## src/rtl/clangpu_lexer.sv

```systemverilog
// clangpu_lexer: tokenizer between the fetch char FIFO and the parser.
// Ports: CCLK/CRST clock and sync reset; I_VALID/I_CHAR/I_READY char in;
//   O_VALID/O_TYPE/O_VALUE/O_LEN/O_LINE/O_READY registered token out.
// Optional: define CLANGPU_LEX_HEX_EN for 0x/0X hex number literals.
module clangpu_lexer #(
  parameter int ID_CHARS = 4,
  parameter int LINE_W   = 16
) (
  input  logic              CCLK,
  input  logic              CRST,
  input  logic              I_VALID,
  input  logic [7:0]        I_CHAR,
  output logic              I_READY,
  output logic              O_VALID,
  output logic [2:0]        O_TYPE,
  output logic [31:0]       O_VALUE,
  output logic [5:0]        O_LEN,
  output logic [LINE_W-1:0] O_LINE,
  input  logic              O_READY
);

  typedef enum logic [2:0] {
    S_SKIP, S_NUM, S_IDENT, S_OP1, S_EMIT, S_DONE
  } state_t;

  localparam logic [2:0] T_NUM   = 3'd1;
  localparam logic [2:0] T_IDENT = 3'd2;
  localparam logic [2:0] T_PUNCT = 3'd3;
  localparam logic [2:0] T_EOF   = 3'd4;
  localparam logic [2:0] T_ERR   = 3'd5;

  state_t state, state_nx;

  logic [31:0]       acc, acc_nx;
  logic [2:0]        tok_type, tok_type_nx;
  logic [5:0]        tok_len, tok_len_nx;
  logic [LINE_W-1:0] tok_line, tok_line_nx;
  logic [LINE_W-1:0] line_cnt, line_cnt_nx;
  logic              load;
  logic              take;

  logic c_digit, c_alpha, c_ident, c_ws, c_nl;
  logic c_op1, c_punct, c_nul, c_eq;
  logic num_take;

  assign c_digit = (I_CHAR >= 8'h30) && (I_CHAR <= 8'h39);
  assign c_alpha = ((I_CHAR >= 8'h41) && (I_CHAR <= 8'h5A))
                || ((I_CHAR >= 8'h61) && (I_CHAR <= 8'h7A))
                || (I_CHAR == 8'h5F);
  assign c_ident = c_alpha || c_digit;
  assign c_ws    = (I_CHAR == 8'h20) || (I_CHAR == 8'h09)
                || (I_CHAR == 8'h0D);
  assign c_nl    = (I_CHAR == 8'h0A);
  assign c_eq    = (I_CHAR == 8'h3D);
  assign c_op1   = (I_CHAR == 8'h3C) || (I_CHAR == 8'h3E)
                || c_eq || (I_CHAR == 8'h21);
  assign c_punct = (I_CHAR == 8'h2B) || (I_CHAR == 8'h2D)
                || (I_CHAR == 8'h2A) || (I_CHAR == 8'h2F)
                || (I_CHAR == 8'h3B) || (I_CHAR == 8'h28)
                || (I_CHAR == 8'h29) || (I_CHAR == 8'h7B)
                || (I_CHAR == 8'h7D) || (I_CHAR == 8'h2C)
                || (I_CHAR == 8'h26) || (I_CHAR == 8'h7C)
                || (I_CHAR == 8'h25);
  assign c_nul   = (I_CHAR == 8'h00);

`ifdef CLANGPU_LEX_HEX_EN
  // first_zero: number so far is a lone '0', so an x/X may follow.
  // hex_pend: "0x" consumed but no hex digit yet; if the number ends
  // here the consumed 'x' is replayed as the start of an identifier.
  logic       first_zero, first_zero_nx;
  logic       hex_mode, hex_mode_nx;
  logic       hex_pend, hex_pend_nx;
  logic [7:0] x_char, x_char_nx;
  logic       c_hex, c_x;
  logic [3:0] nibble;

  assign c_x   = (I_CHAR == 8'h78) || (I_CHAR == 8'h58);
  assign c_hex = c_digit
              || ((I_CHAR >= 8'h41) && (I_CHAR <= 8'h46))
              || ((I_CHAR >= 8'h61) && (I_CHAR <= 8'h66));
  assign nibble = c_digit ? I_CHAR[3:0] : I_CHAR[3:0] + 4'd9;
  assign num_take = hex_mode ? c_hex : (c_digit || (first_zero && c_x));
`else
  assign num_take = c_digit;
`endif

  assign take = I_VALID && I_READY;

  always_ff @(posedge CCLK) begin
    if (CRST) begin
      state    <= S_SKIP;
      acc      <= '0;
      tok_type <= '0;
      tok_len  <= '0;
      tok_line <= '0;
      line_cnt <= LINE_W'(1);
      O_VALID  <= 1'b0;
      O_TYPE   <= '0;
      O_VALUE  <= '0;
      O_LEN    <= '0;
      O_LINE   <= '0;
`ifdef CLANGPU_LEX_HEX_EN
      first_zero <= 1'b0;
      hex_mode   <= 1'b0;
      hex_pend   <= 1'b0;
      x_char     <= '0;
`endif
    end else begin
      state    <= state_nx;
      acc      <= acc_nx;
      tok_type <= tok_type_nx;
      tok_len  <= tok_len_nx;
      tok_line <= tok_line_nx;
      line_cnt <= line_cnt_nx;
`ifdef CLANGPU_LEX_HEX_EN
      first_zero <= first_zero_nx;
      hex_mode   <= hex_mode_nx;
      hex_pend   <= hex_pend_nx;
      x_char     <= x_char_nx;
`endif
      if (load) begin
        O_VALID <= 1'b1;
        O_TYPE  <= tok_type;
        O_VALUE <= acc;
        O_LEN   <= tok_len;
        O_LINE  <= tok_line;
      end else if (O_READY) begin
        O_VALID <= 1'b0;
      end
    end
  end

  always_comb begin
    state_nx    = state;
    acc_nx      = acc;
    tok_type_nx = tok_type;
    tok_len_nx  = tok_len;
    tok_line_nx = tok_line;
    line_cnt_nx = line_cnt;
    load        = 1'b0;
`ifdef CLANGPU_LEX_HEX_EN
    first_zero_nx = first_zero;
    hex_mode_nx   = hex_mode;
    hex_pend_nx   = hex_pend;
    x_char_nx     = x_char;
`endif
    case (state)
      S_SKIP: begin
        if (I_VALID) begin
          tok_line_nx = line_cnt;
          tok_len_nx  = 6'd0;
          acc_nx      = {24'h0, I_CHAR};
          unique case (1'b1)
            c_ws: ;
            c_nl: begin
              if (!(&line_cnt)) line_cnt_nx = line_cnt + 1'b1;
            end
            c_digit: begin
              acc_nx      = {28'h0, I_CHAR[3:0]};
              tok_type_nx = T_NUM;
              state_nx    = S_NUM;
`ifdef CLANGPU_LEX_HEX_EN
              first_zero_nx = (I_CHAR == 8'h30);
              hex_mode_nx   = 1'b0;
              hex_pend_nx   = 1'b0;
`endif
            end
            c_alpha: begin
              tok_type_nx = T_IDENT;
              tok_len_nx  = 6'd1;
              state_nx    = S_IDENT;
            end
            c_op1: begin
              tok_type_nx = T_PUNCT;
              state_nx    = S_OP1;
            end
            c_punct: begin
              tok_type_nx = T_PUNCT;
              state_nx    = S_EMIT;
            end
            c_nul: begin
              acc_nx      = '0;
              tok_type_nx = T_EOF;
              state_nx    = S_EMIT;
            end
            default: begin
              tok_type_nx = T_ERR;
              state_nx    = S_EMIT;
            end
          endcase
        end
      end
      S_NUM: begin
        if (take) begin
`ifdef CLANGPU_LEX_HEX_EN
          first_zero_nx = 1'b0;
          if (hex_mode) begin
            acc_nx      = {acc[27:0], nibble};
            hex_pend_nx = 1'b0;
          end else if (c_digit) begin
            acc_nx = acc * 32'd10 + {28'h0, I_CHAR[3:0]};
          end else begin
            hex_mode_nx = 1'b1;
            hex_pend_nx = 1'b1;
            x_char_nx   = I_CHAR;
          end
`else
          acc_nx = acc * 32'd10 + {28'h0, I_CHAR[3:0]};
`endif
        end else if (I_VALID) begin
          state_nx = S_EMIT;
        end
      end
      S_IDENT: begin
        if (take) begin
          for (int i = 0; i < 4; i++) begin
            if (i < ID_CHARS && tok_len == 6'(i))
              acc_nx[i*8 +: 8] = I_CHAR;
          end
          if (!(&tok_len)) tok_len_nx = tok_len + 6'd1;
        end else if (I_VALID) begin
          state_nx = S_EMIT;
        end
      end
      S_OP1: begin
        if (I_VALID) begin
          if (c_eq) acc_nx[15:8] = 8'h3D;
          state_nx = S_EMIT;
        end
      end
      S_EMIT: begin
        if (!O_VALID || O_READY) begin
          load     = 1'b1;
          state_nx = (tok_type == T_EOF) ? S_DONE : S_SKIP;
`ifdef CLANGPU_LEX_HEX_EN
          if (hex_pend) begin
            acc_nx      = {24'h0, x_char};
            tok_type_nx = T_IDENT;
            tok_len_nx  = 6'd1;
            state_nx    = S_IDENT;
            hex_pend_nx = 1'b0;
            hex_mode_nx = 1'b0;
          end
`endif
        end
      end
      S_DONE: ;
      default: state_nx = S_SKIP;
    endcase
  end

  // Terminators are never consumed; they are re-examined in SKIP.
  always_comb begin
    I_READY = 1'b0;
    case (state)
      S_SKIP:  I_READY = !c_nul;
      S_NUM:   I_READY = num_take;
      S_IDENT: I_READY = c_ident;
      S_OP1:   I_READY = c_eq;
      default: I_READY = 1'b0;
    endcase
  end

endmodule

```

## config.mk

```make
export PLATFORM = sky130hd
export DESIGN_NAME = clangpu_lexer
export DESIGN_NICKNAME = d
export VERILOG_FILES = /design/src/rtl/clangpu_lexer.sv
export SDC_FILE = /design/constraint.sdc
export NUM_CORES = 1
export LEC_CHECK = 0
export ABC_AREA = 1
export CAP_MARGIN = 5
export CORE_MARGIN = 10
export CORE_UTILIZATION = 54
export CTS_CLUSTER_SIZE = 30
export DETAILED_ROUTE_END_ITERATION = 16
export PLACE_DENSITY_LB_ADDON = 0.25
export SLEW_MARGIN = 40
export SYNTH_ARGS = -nofsm -noshare
export SYNTH_HDL_FRONTEND = slang
export SYNTH_SLANG_ARGS = --single-unit
```

## constraint.sdc

```tcl
create_clock -name CCLK -period 2.9 [get_ports CCLK]
set_clock_uncertainty 0.05 [all_clocks]
set_input_delay 0.87 -clock CCLK [delete_from_list [all_inputs] [get_ports CCLK]]
set_output_delay 0.87 -clock CCLK [all_outputs]
set_load 0.05 [all_outputs]
```

==> flow_summary.json, run 1 <==
{
  "whs_ns": 0.410,
  "finalHoldViolCount": 0,
  "ys_types": 48,
  "ys_seq_area_frac": 0.288,
  "synth_cells": 1481,
  "ios": 71,
  "cp.required_ns": 3.20,
  "fin_crit_sh": 1.06,
  "regArea_um2": 2720,
  "cts.htree.levels": 4,
  "first_iter_violations": 1268,
  "cts_buffers": 17,
  "worstSetupStartpointType": "register",
  "clockBufferDepth": 2,
  "hp-class": "register to register",
  "die-area_um2": 22900,
  "rsz0062_at_grt": "true",
  "start_util": 0.556,
  "layout_common_cells": "nand2_1, inv_1, buf_4",
  "wire_per_inst_um": 17.8,
  "setup_ws_ns": -0.177,
  "cp.arrival_ns": 3.38,
  "final_common_cell": "nand2_1",
  "drc": 0,
  "portBuffers": 70,
  "synthArstFlopShare": 0,
  "r2r_end": "acc[30]",
  "clk_latency_ns": 0.43,
  "tightest_slew_ns": 0.658,
  "dp_slack_ns": -0.640,
  "p_leak_nw": 5.99,
  "area_growth_pct": 43.2,
  "end_kind": "register",
  "drv_slew": 0,
  "grt_pass1_wl_um": 50100,
  "track_usage": 0.269,
  "grt_pass1_vias": 10000,
  "ant_nets": 0,
  "synth_area_um2": 9310,
  "clock-sinks": 134,
  "avgSynthCellArea_um2": 6.29,
  "hpwl_um": 22200,
  "ff2ff_setup_slack_ns": -0.18,
  "antennaDiodeCount": 0,
  "worstHoldStart": "O_LINE[11]",
  "core_um2": 16800,
  "drt-pass1-iter-count": 6,
  "multi_input_area_um2": 6660,
  "yosys_warnings": 0,
  "crit_chain": "ha_4 > ha_4 > fa_2 > nand4_1 > o21ai_2 > nand2_2 > nor2_2 > inv_2 > nor2_4 > nand2_4 > nor2_4 > nand2_2 > nor2_4 > nand3_2 > nand2_2 > nand3_2 > a21oi_2",
  "ir_worst_vdd_mv": 0.562,
  "row_count": 47,
  "antenna_found_initial": 0,
  "die_x_um": 151,
  "wirelength_um": 34800,
  "reg2regPathDepth": 17,
  "fillCellCount": 1134,
  "routed_via_density": 5.78,
  "setup_viol": 16,
  "fmax_mhz": 325,
  "grt_overflow": 0,
  "syn-num-nets": 1558,
  "p_per_area_nw_per_um2": 842,
  "die_h_um": 151,
  "grt_max_degree": 84,
  "cts-root-buf": "clkbuf_16",
  "ys_dominant_reg_cell": "dfxtp_1",
  "drive_gt1_frac": 0.289,
  "layout.nets": 1798,
  "violations": "negative setup slack",
  "path_class": "register to register",
  "status": "finished, violations left",
  "min_to": "O_LINE[11]",
  "synth-edff-count": 0,
  "cap_violations": 0,
  "finalWorstPathRequiredPeriod_ns": 3.08,
  "cts_hold_buf": 0,
  "vias": 11300,
  "r2r-start": "acc[3]",
  "relSlewSlack": 0.562,
  "cpMaxStageDelayCell": "fa_2",
  "synth-seq-cells": 134,
  "cts.clk_slew.worst_paths_ns": 0.06,
  "min_path_cells": 2,
  "critPathMaxStageDelay_ns": 0.61,
  "routabilityCongestion": 0.950,
  "cts_tree": "yes",
  "path_max_fanout": 5
}
## worst max-delay path: cells and delay by family, from the launching register on
kind | cells | cell delay [ns]
buffers and inverters | 1 | 0.07
AOI/OAI and AO/OA | 2 | 0.32
adders and majority gates | 3 | 1.02
and+or+nand+nor | 11 | 1.19
DFF | 1 | 0.34
## report_power, final
part,switching [mW],internal (mW)
Sequential,0.348,2.19
Clock,0.860,1.51
Combinational,3.95,2.37
## final cells by class
type                            instances  share of cell area
Inverter                              211              0.0596
Sequential cell                       134               0.204
Clock inverter                         10              0.0127
Multi-Input combinational cell       1093               0.499
Tap cell                              220              0.0206
Timing Repair Buffer                  264               0.169
Clock buffer                           21              0.0353
## routing by layer
layer / vias up / wire length [um] / global-route usage
li1: 5309 / - / -
met1: 5219 / 14000 / 0.348
met2: 598 / 16300 / 0.434
met3: 159 / 2740 / 0.0468
met4: 0 / 1750 / 0.107
met5: - / 0 / 0
## repair_timing
action,4_1_cts,5_1_grt
setup buffers,42,21
setup endpoints to repair,24,30
gates resized for setup,94,213
pin swaps,27,62
## logic make-up after synthesis
kind of cell / count (synthesis) / share of synthesized area
flops: 134 / 0.288
compound gates: 254 / 0.146
xor+xnor: 7 / 0.00659
fa+ha+maj: 65 / 0.0890
buf+inv: 254 / 0.104
simple gates: 767 / 0.366
## registers in the layout, indices dropped and copies added (netlist names)
register and flops:
O_LEN 6, O_LINE 16, O_TYPE 3, O_VALID 1
O_VALUE 32, acc 32, line_cnt 16, state 3
tok_len 6, tok_line 16, tok_type 3
## cell usage after synthesis (17+ instances only)
library cell / n / area, um2
a21oi_1: 141 / 706
clkbuf_1: 35 / 131
dfxtp_1: 134 / 2680
ha_1: 63 / 788
inv_1: 183 / 687
inv_2: 26 / 97.6
nand2_1: 407 / 1530
nand2_2: 25 / 156
nand3_1: 135 / 676
nand4_1: 23 / 144
nor2_1: 108 / 405
nor2_2: 18 / 113
nor3_1: 20 / 100
o21ai_0: 59 / 295
o21ai_1: 17 / 85.1
## worst max-delay path by stage
stage / from / endpoint
finish: acc[3] / acc[30]
global placement: I_CHAR[3] / I_READY
detailed placement: I_CHAR[1] / acc[25]
floorplan: acc[1] / acc[30]
CTS: I_CHAR[2] / I_READY
global route: acc[3] / acc[30]
## metrics by stage
step / cells / instance area, um2 / util / TNS (ns) / power, mW
floorplan: 1481 / 9310 / - / 0 / 5.73
global placement: 1862 / 11100 / 0.665 / -14.90 / 7.55
detailed placement: 1862 / 11100 / 0.665 / -16.92 / 7.63
CTS: 1935 / 12300 / 0.735 / -0.493 / 10.2
global route: 1953 / 13300 / 0.795 / -3.87 / 11.8
finish: 1953 / 13300 / 0.795 / -1.46 / 11.2
Power figures use the tool's default switching activity.
==> inputs of run 2 (changes only) <==
--- a/config.mk
+++ b/config.mk
@@ -9,9 +9,11 @@
 export CAP_MARGIN = 5
 export CORE_MARGIN = 10
 export CORE_UTILIZATION = 54
+export CTS_CLUSTER_DIAMETER = 150
 export CTS_CLUSTER_SIZE = 30
 export DETAILED_ROUTE_END_ITERATION = 16
 export PLACE_DENSITY_LB_ADDON = 0.25
+export SKIP_CTS_REPAIR_TIMING = 1
 export SLEW_MARGIN = 40
 export SYNTH_ARGS = -nofsm -noshare
 export SYNTH_HDL_FRONTEND = slang
==> run 2 against run 1 <==
Effect of this change:
- the flow still finishes with violations (negative setup slack)
- fmax decreased by 1.6%
- design area decreased by 7.3%
- sequential share of layout area increased by 1.5 points
- clock power about the same
- highest routed layer unchanged
- largest power group unchanged
- wire length decreased by 12%
- final cell count decreased by 2.5%
- critical path type is now input pin to output pin
- first-iteration DRC count decreased by 27%
- clock-buffer cell count unchanged
- worst hold slack got worse by 0.0013 ns
==> flow_summary.json, run 2 (synthesis gave the netlist of run 1 again) <==
{
  "status": "finished, violations left",
  "violations": "negative setup slack",
  "clkPwrFrac": 0.222,
  "setup_ws_ns": -0.228,
  "cp.arrival_ns": 2.21,
  "worstHoldStart": "O_LINE[11]",
  "reg_top3": "O_VALUE: 32 flops, acc: 32 flops",
  "crit_buf_inv": 3,
  "portBuffers": 70,
  "cpMaxStageDelayCell": "and2_4",
  "layout_common_cells": "nand2_1, inv_1, a21oi_1, buf_4, nand3_1",
  "r2r-start": "acc[3]",
  "reg2regPathDepth": 18,
  "fillCellCount": 1343,
  "final_common_cell": "nand2_1",
  "p_int_mw": 5.82,
  "p_leak_nw": 5.68,
  "clockBufferDepth": 2,
  "multi_input_area_um2": 6110,
  "grt_overflow": 0,
  "p_sw_frac": 0.450,
  "routed_via_density": 5.55,
  "grt_pass1_vias": 9518,
  "comb_power_share": 0.543,
  "cts-root-buf": "clkbuf_16",
  "p_seq_frac": 0.235,
  "ios": 71,
  "routabilityCongestion": 0.950,
  "cts.clk_slew.worst_paths_ns": 0.06,
  "grt_pass1_wl_um": 47200,
  "path_class": "input pin to output pin",
  "tightest_slew_ns": 0.656,
  "clk_latency_ns": 0.43,
  "antennaDiodeCount": 0,
  "drc": 0,
  "switchingPower_mw": 4.77,
  "r2r_end": "acc[27]",
  "cts_buffers": 17,
  "row_count": 47,
  "cts_tree": "yes",
  "relSlewSlack": 0.563,
  "drv_slew": 0,
  "clock-sinks": 134,
  "wirelength_um": 30500,
  "first_iter_violations": 923,
  "die_x_um": 151,
  "finalHoldViolCount": 0,
  "drive_gt1_frac": 0.213,
  "ant_nets": 0,
  "critPathMaxStageDelay_ns": 0.21,
  "fin_util": 0.737,
  "start_util": 0.556,
  "cts.htree.levels": 4,
  "setup_viol": 21,
  "layout.nets": 1749,
  "die_h_um": 151,
  "track_usage": 0.253,
  "ff2ff_setup_slack_ns": -0.20,
  "p_per_area_nw_per_um2": 857,
  "min_path_cells": 2,
  "cap_violations": 0,
  "min_to": "O_LINE[11]",
  "regArea_um2": 2700,
  "fmax_mhz": 320,
  "hp-class": "register to register",
  "finalWorstPathRequiredPeriod_ns": 3.13,
  "hpwl_um": 22200,
  "fin_crit_sh": 1.08,
  "cp_top_family": "simple AND/OR/NAND/NOR gates",
  "die-area_um2": 22900,
  "wire_per_inst_um": 16.0,
  "finalSetupTns_ns": -2.20,
  "path_max_fanout": 4,
  "antenna_found_initial": 0,
  "grt_max_degree": 84,
  "rsz0062_at_grt": "true",
  "core_um2": 16800,
  "ir_worst_vdd_mv": 0.550,
  "drt-pass1-iter-count": 6,
  "vias": 10600,
  "area_growth_pct": 32.7,
  "worstSetupStartpointType": "input pin",
  "cp.required_ns": 1.98,
  "cp_common_cell": "nand2_1",
  "crit_chain": "dlymetal6s2s_1 > nor2_2 > nand2_2 > o21ai_1 > inv_1 > nand2_1 > nand2_1 > nand2_1 > o2111ai_2 > and2_4 > buf_12",
  "end_kind": "output pin"
}
-- run 2: changes by cell type in the layout (fill, tap and decap cells not counted), sizes merged --
| cell | change |
|---|---|
| dlymetal6s2s | +8 |
| buf | -57 |
-- run 2: worst max path at each step --
stage / from / to / cells past startpoint / slack (ns)
2_1_floorplan: acc[1] / acc[30] / 17 / 0.04
3_3_place_gp: I_CHAR[3] / I_READY / 11 / -0.55
3_5_place_dp: I_CHAR[1] / acc[25] / 19 / -0.64
4_1_cts: I_CHAR[1] / I_READY / 11 / -0.57
5_1_grt: acc[3] / acc[30] / 17 / -0.35
6_report: I_CHAR[1] / I_READY / 11 / -0.23
-- run 2: through the flow --
| stage | hold WS [ns] | area [um2] | worst slack [ns] | instances | power, mW |
|---|---|---|---|---|---|
| final | 0.409 | 12400 | -0.228 | 1904 | 10.6 |
| after floorplan | 0.393 | 9310 | 0.0353 | 1481 | 5.73 |
| after CTS | 0.410 | 11800 | -0.565 | 1893 | 10.0 |
| after global routing | 0.424 | 12400 | -0.347 | 1904 | 11.2 |
| after global placement | 0.398 | 11100 | -0.546 | 1862 | 7.55 |
| after detailed placement | 0.401 | 11100 | -0.640 | 1862 | 7.63 |
-- run 2: worst register-to-register path: cells and delay by family, from the launching register on --
kind                       cells  cell delay (ns)
adders and majority gates      3             1.02
AOI/OAI and AO/OA              1             0.12
DFF                            1             0.33
and+or+nand+nor               13             1.39
buffers and inverters          1             0.13
-- run 2: area by class of cell --
type                    count  area share
clock buffers              21      0.0381
inverters                 211      0.0641
multi-input cells        1093       0.494
flip-flops and latches    134       0.219
repair buffers            215       0.149
well taps                 220      0.0223
clock inverters            10      0.0137
-- run 2: power by group through the flow --
stage,registers (mW),clock network [mW],logic (mW)
after floorplan,2.67,0,3.06
after global placement,2.48,0,5.07
after detailed placement,2.48,0,5.15
after CTS,2.45,2.36,5.22
after global routing,2.52,2.44,6.24
final,2.49,2.35,5.75
-- run 2: metal layers --
layer / wire length (um) / up-vias / GRT usage / part of all wire
li1: - / 5206 / - / -
met3: 2130 / 72 / 0.0447 / 0.070
met1: 13300 / 4861 / 0.339 / 0.44
met5: 0 / - / 0 / 0
met4: 1000 / 0 / 0.0929 / 0.033
met2: 14100 / 423 / 0.399 / 0.46
==> inputs of run 3 (changes only) <==
--- a/config.mk
+++ b/config.mk
@@ -8,7 +8,7 @@
 export ABC_AREA = 1
 export CAP_MARGIN = 5
 export CORE_MARGIN = 10
-export CORE_UTILIZATION = 54
+export CORE_UTILIZATION = 60
 export CTS_CLUSTER_DIAMETER = 150
 export CTS_CLUSTER_SIZE = 30
 export DETAILED_ROUTE_END_ITERATION = 16
==> constraint.sdc (replaced) <==
create_clock -name CCLK -period 3.45 [get_ports CCLK]
set_clock_uncertainty 0.05 [all_clocks]
set_input_delay 1.035 -clock CCLK [delete_from_list [all_inputs] [get_ports CCLK]]
set_output_delay 1.035 -clock CCLK [all_outputs]
set_load 0.05 [all_outputs]
==> run 3 against run 2 <==
Effect of this change:
- the flow now finishes without violations
- register-to-register slack improved by 0.41 ns
- sequential power down 16%
- non-clock buffer count fell by 84
- global-route usage up 2.1 points
- design area is 9.5% lower
- via count down 3.3%
- worst hold slack improved by 0.0021 ns
- first-iteration DRC count fell by 6.2%
==> flow_summary.json, run 3 (synthesis gave the netlist of run 1 again) <==
{
  "worstSetupStartpointType": "input pin",
  "antenna_found_initial": 0,
  "vias": 10200,
  "fin_crit_sh": 0.975,
  "hpwl_um": 21500,
  "cts_buffers": 17,
  "final_common_cell": "nand2_1",
  "cp.required_ns": 2.36,
  "cp.arrival_ns": 2.28,
  "clk_latency_ns": 0.44,
  "start_util": 0.612,
  "tightest_slew_ns": 0.770,
  "drive_gt1_frac": 0.127,
  "cts_tree": "yes",
  "cts.clk_slew.worst_paths_ns": 0.06,
  "path_max_fanout": 3,
  "row_count": 45,
  "cts-root-buf": "clkbuf_16",
  "p_leak_nw": 5.18,
  "grt_overflow": 0,
  "finalSetupTns_ns": 0,
  "routabilityCongestion": 0.966,
  "crit_path_start": "I_CHAR[1]",
  "fmax_mhz": 297,
  "die-area_um2": 20900,
  "hp-class": "register to register",
  "layout_common_cells": "nand2_1, inv_1, a21oi_1",
  "multi_input_area_um2": 5720,
  "layout.nets": 1665,
  "first_iter_violations": 866,
  "p_per_area_nw_per_um2": 710,
  "drv_slew": 0,
  "r2r-start": "acc[3]",
  "clock-sinks": 134,
  "ir_worst_vdd_mv": 0.487,
  "cts.htree.levels": 4,
  "antennaDiodeCount": 0,
  "reg_top3": "O_VALUE: 32 flops, acc: 32 flops",
  "track_usage": 0.274,
  "end_kind": "output pin",
  "clockBufferDepth": 2,
  "area_growth_pct": 20.1,
  "relSlewSlack": 0.486,
  "ff2ff_setup_slack_ns": 0.21,
  "ios": 71,
  "rsz0062_at_grt": "true",
  "die_h_um": 145,
  "cap_violations": 0,
  "ant_nets": 0,
  "routed_via_density": 5.71,
  "whs_ns": 0.411,
  "drc": 0,
  "status": "finished clean",
  "finalWorstPathRequiredPeriod_ns": 3.36,
  "fillCellCount": 1266,
  "wire_per_inst_um": 15.9,
  "grt_max_degree": 84,
  "grt_pass1_wl_um": 46600,
  "path_class": "input pin to output pin",
  "grt_pass1_vias": 9483,
  "die_x_um": 145,
  "portBuffers": 70,
  "worstHoldStart": "O_VALUE[0]",
  "core_um2": 15200,
  "finalHoldViolCount": 0,
  "setup_viol": 0,
  "wirelength_um": 28400,
  "drt-pass1-iter-count": 5,
  "regArea_um2": 2680
}
## run 3: cell count changes in the layout (fill, tap and decap cells not counted), moves of 4 or more
cell     delta
nand2_2    -14
nand2_1    +18
ha_4       -13
buf_4      -81
inv_6       +4
nand2_4     -4
ha_2        -4
ha_1       +17
dfxtp_1    +17
nor2_4     -10
dfxtp_2    -17
nand3_1     +6
nor2_1     +12
## run 3: worst max-delay path, cell delays in order
cell	delay (ns)
dlymetal6s2s_1	0.16
nor2_2	0.13
nand2_1	0.08
o21ai_1	0.12
inv_1	0.05
nand2_1	0.08
nand2_1	0.07
nand2_1	0.08
o2111ai_2	0.12
and2_4	0.20
buf_12	0.14
## run 3: power breakdown
| part | switching (mW) | internal (mW) | leakage (nW) |
|---|---|---|---|
| clock | 0.772 | 1.03 | 0.277 |
| sequential | 0.275 | 1.81 | 1.09 |
| combinational | 2.75 | 1.30 | 3.81 |
| total | 3.79 | 4.14 | 5.18 |
## run 3: cell type report
class                           count  share of cell area
Inverter                          211              0.0708
Clock buffer                       18              0.0393
Timing Repair Buffer              131               0.105
Multi-Input combinational cell   1093               0.511
Clock inverter                     14              0.0124
Sequential cell                   134               0.240
Tap cell                          188              0.0210
## run 3: layer usage
| layer | vias up | global-route usage | part of all wire |
|---|---|---|---|
| li1 | 5034 | - | - |
| met1 | 4690 | 0.346 | 0.43 |
| met2 | 409 | 0.446 | 0.46 |
| met3 | 79 | 0.0548 | 0.072 |
| met4 | 0 | 0.114 | 0.035 |
| met5 | - | 0 | 0 |
## run 3: path summary, 6_finish.rpt
| kind | endpoint | cells past startpoint |
|---|---|---|
| worst min register to register | O_VALUE[0] | 2 |
| worst max-delay path | I_READY | 11 |
| worst max register to register | acc[26] | 18 |
| worst min-delay path | O_VALUE[0] | 2 |
## run 3: through the flow
stage          cell area (um2)  cells  power [mW]  utilization  setup slack [ns]
6_report                 11200   1789        7.94        0.736            0.0863
5_1_grt                  11200   1789        8.44        0.736           0.00246
4_1_cts                  11100   1789        7.84        0.733            -0.350
3_5_place_dp             10600   1757        6.03        0.695            -0.359
3_3_place_gp             10600   1757        5.96        0.695            -0.330
2_1_floorplan             9310   1481        4.81            -             0.214
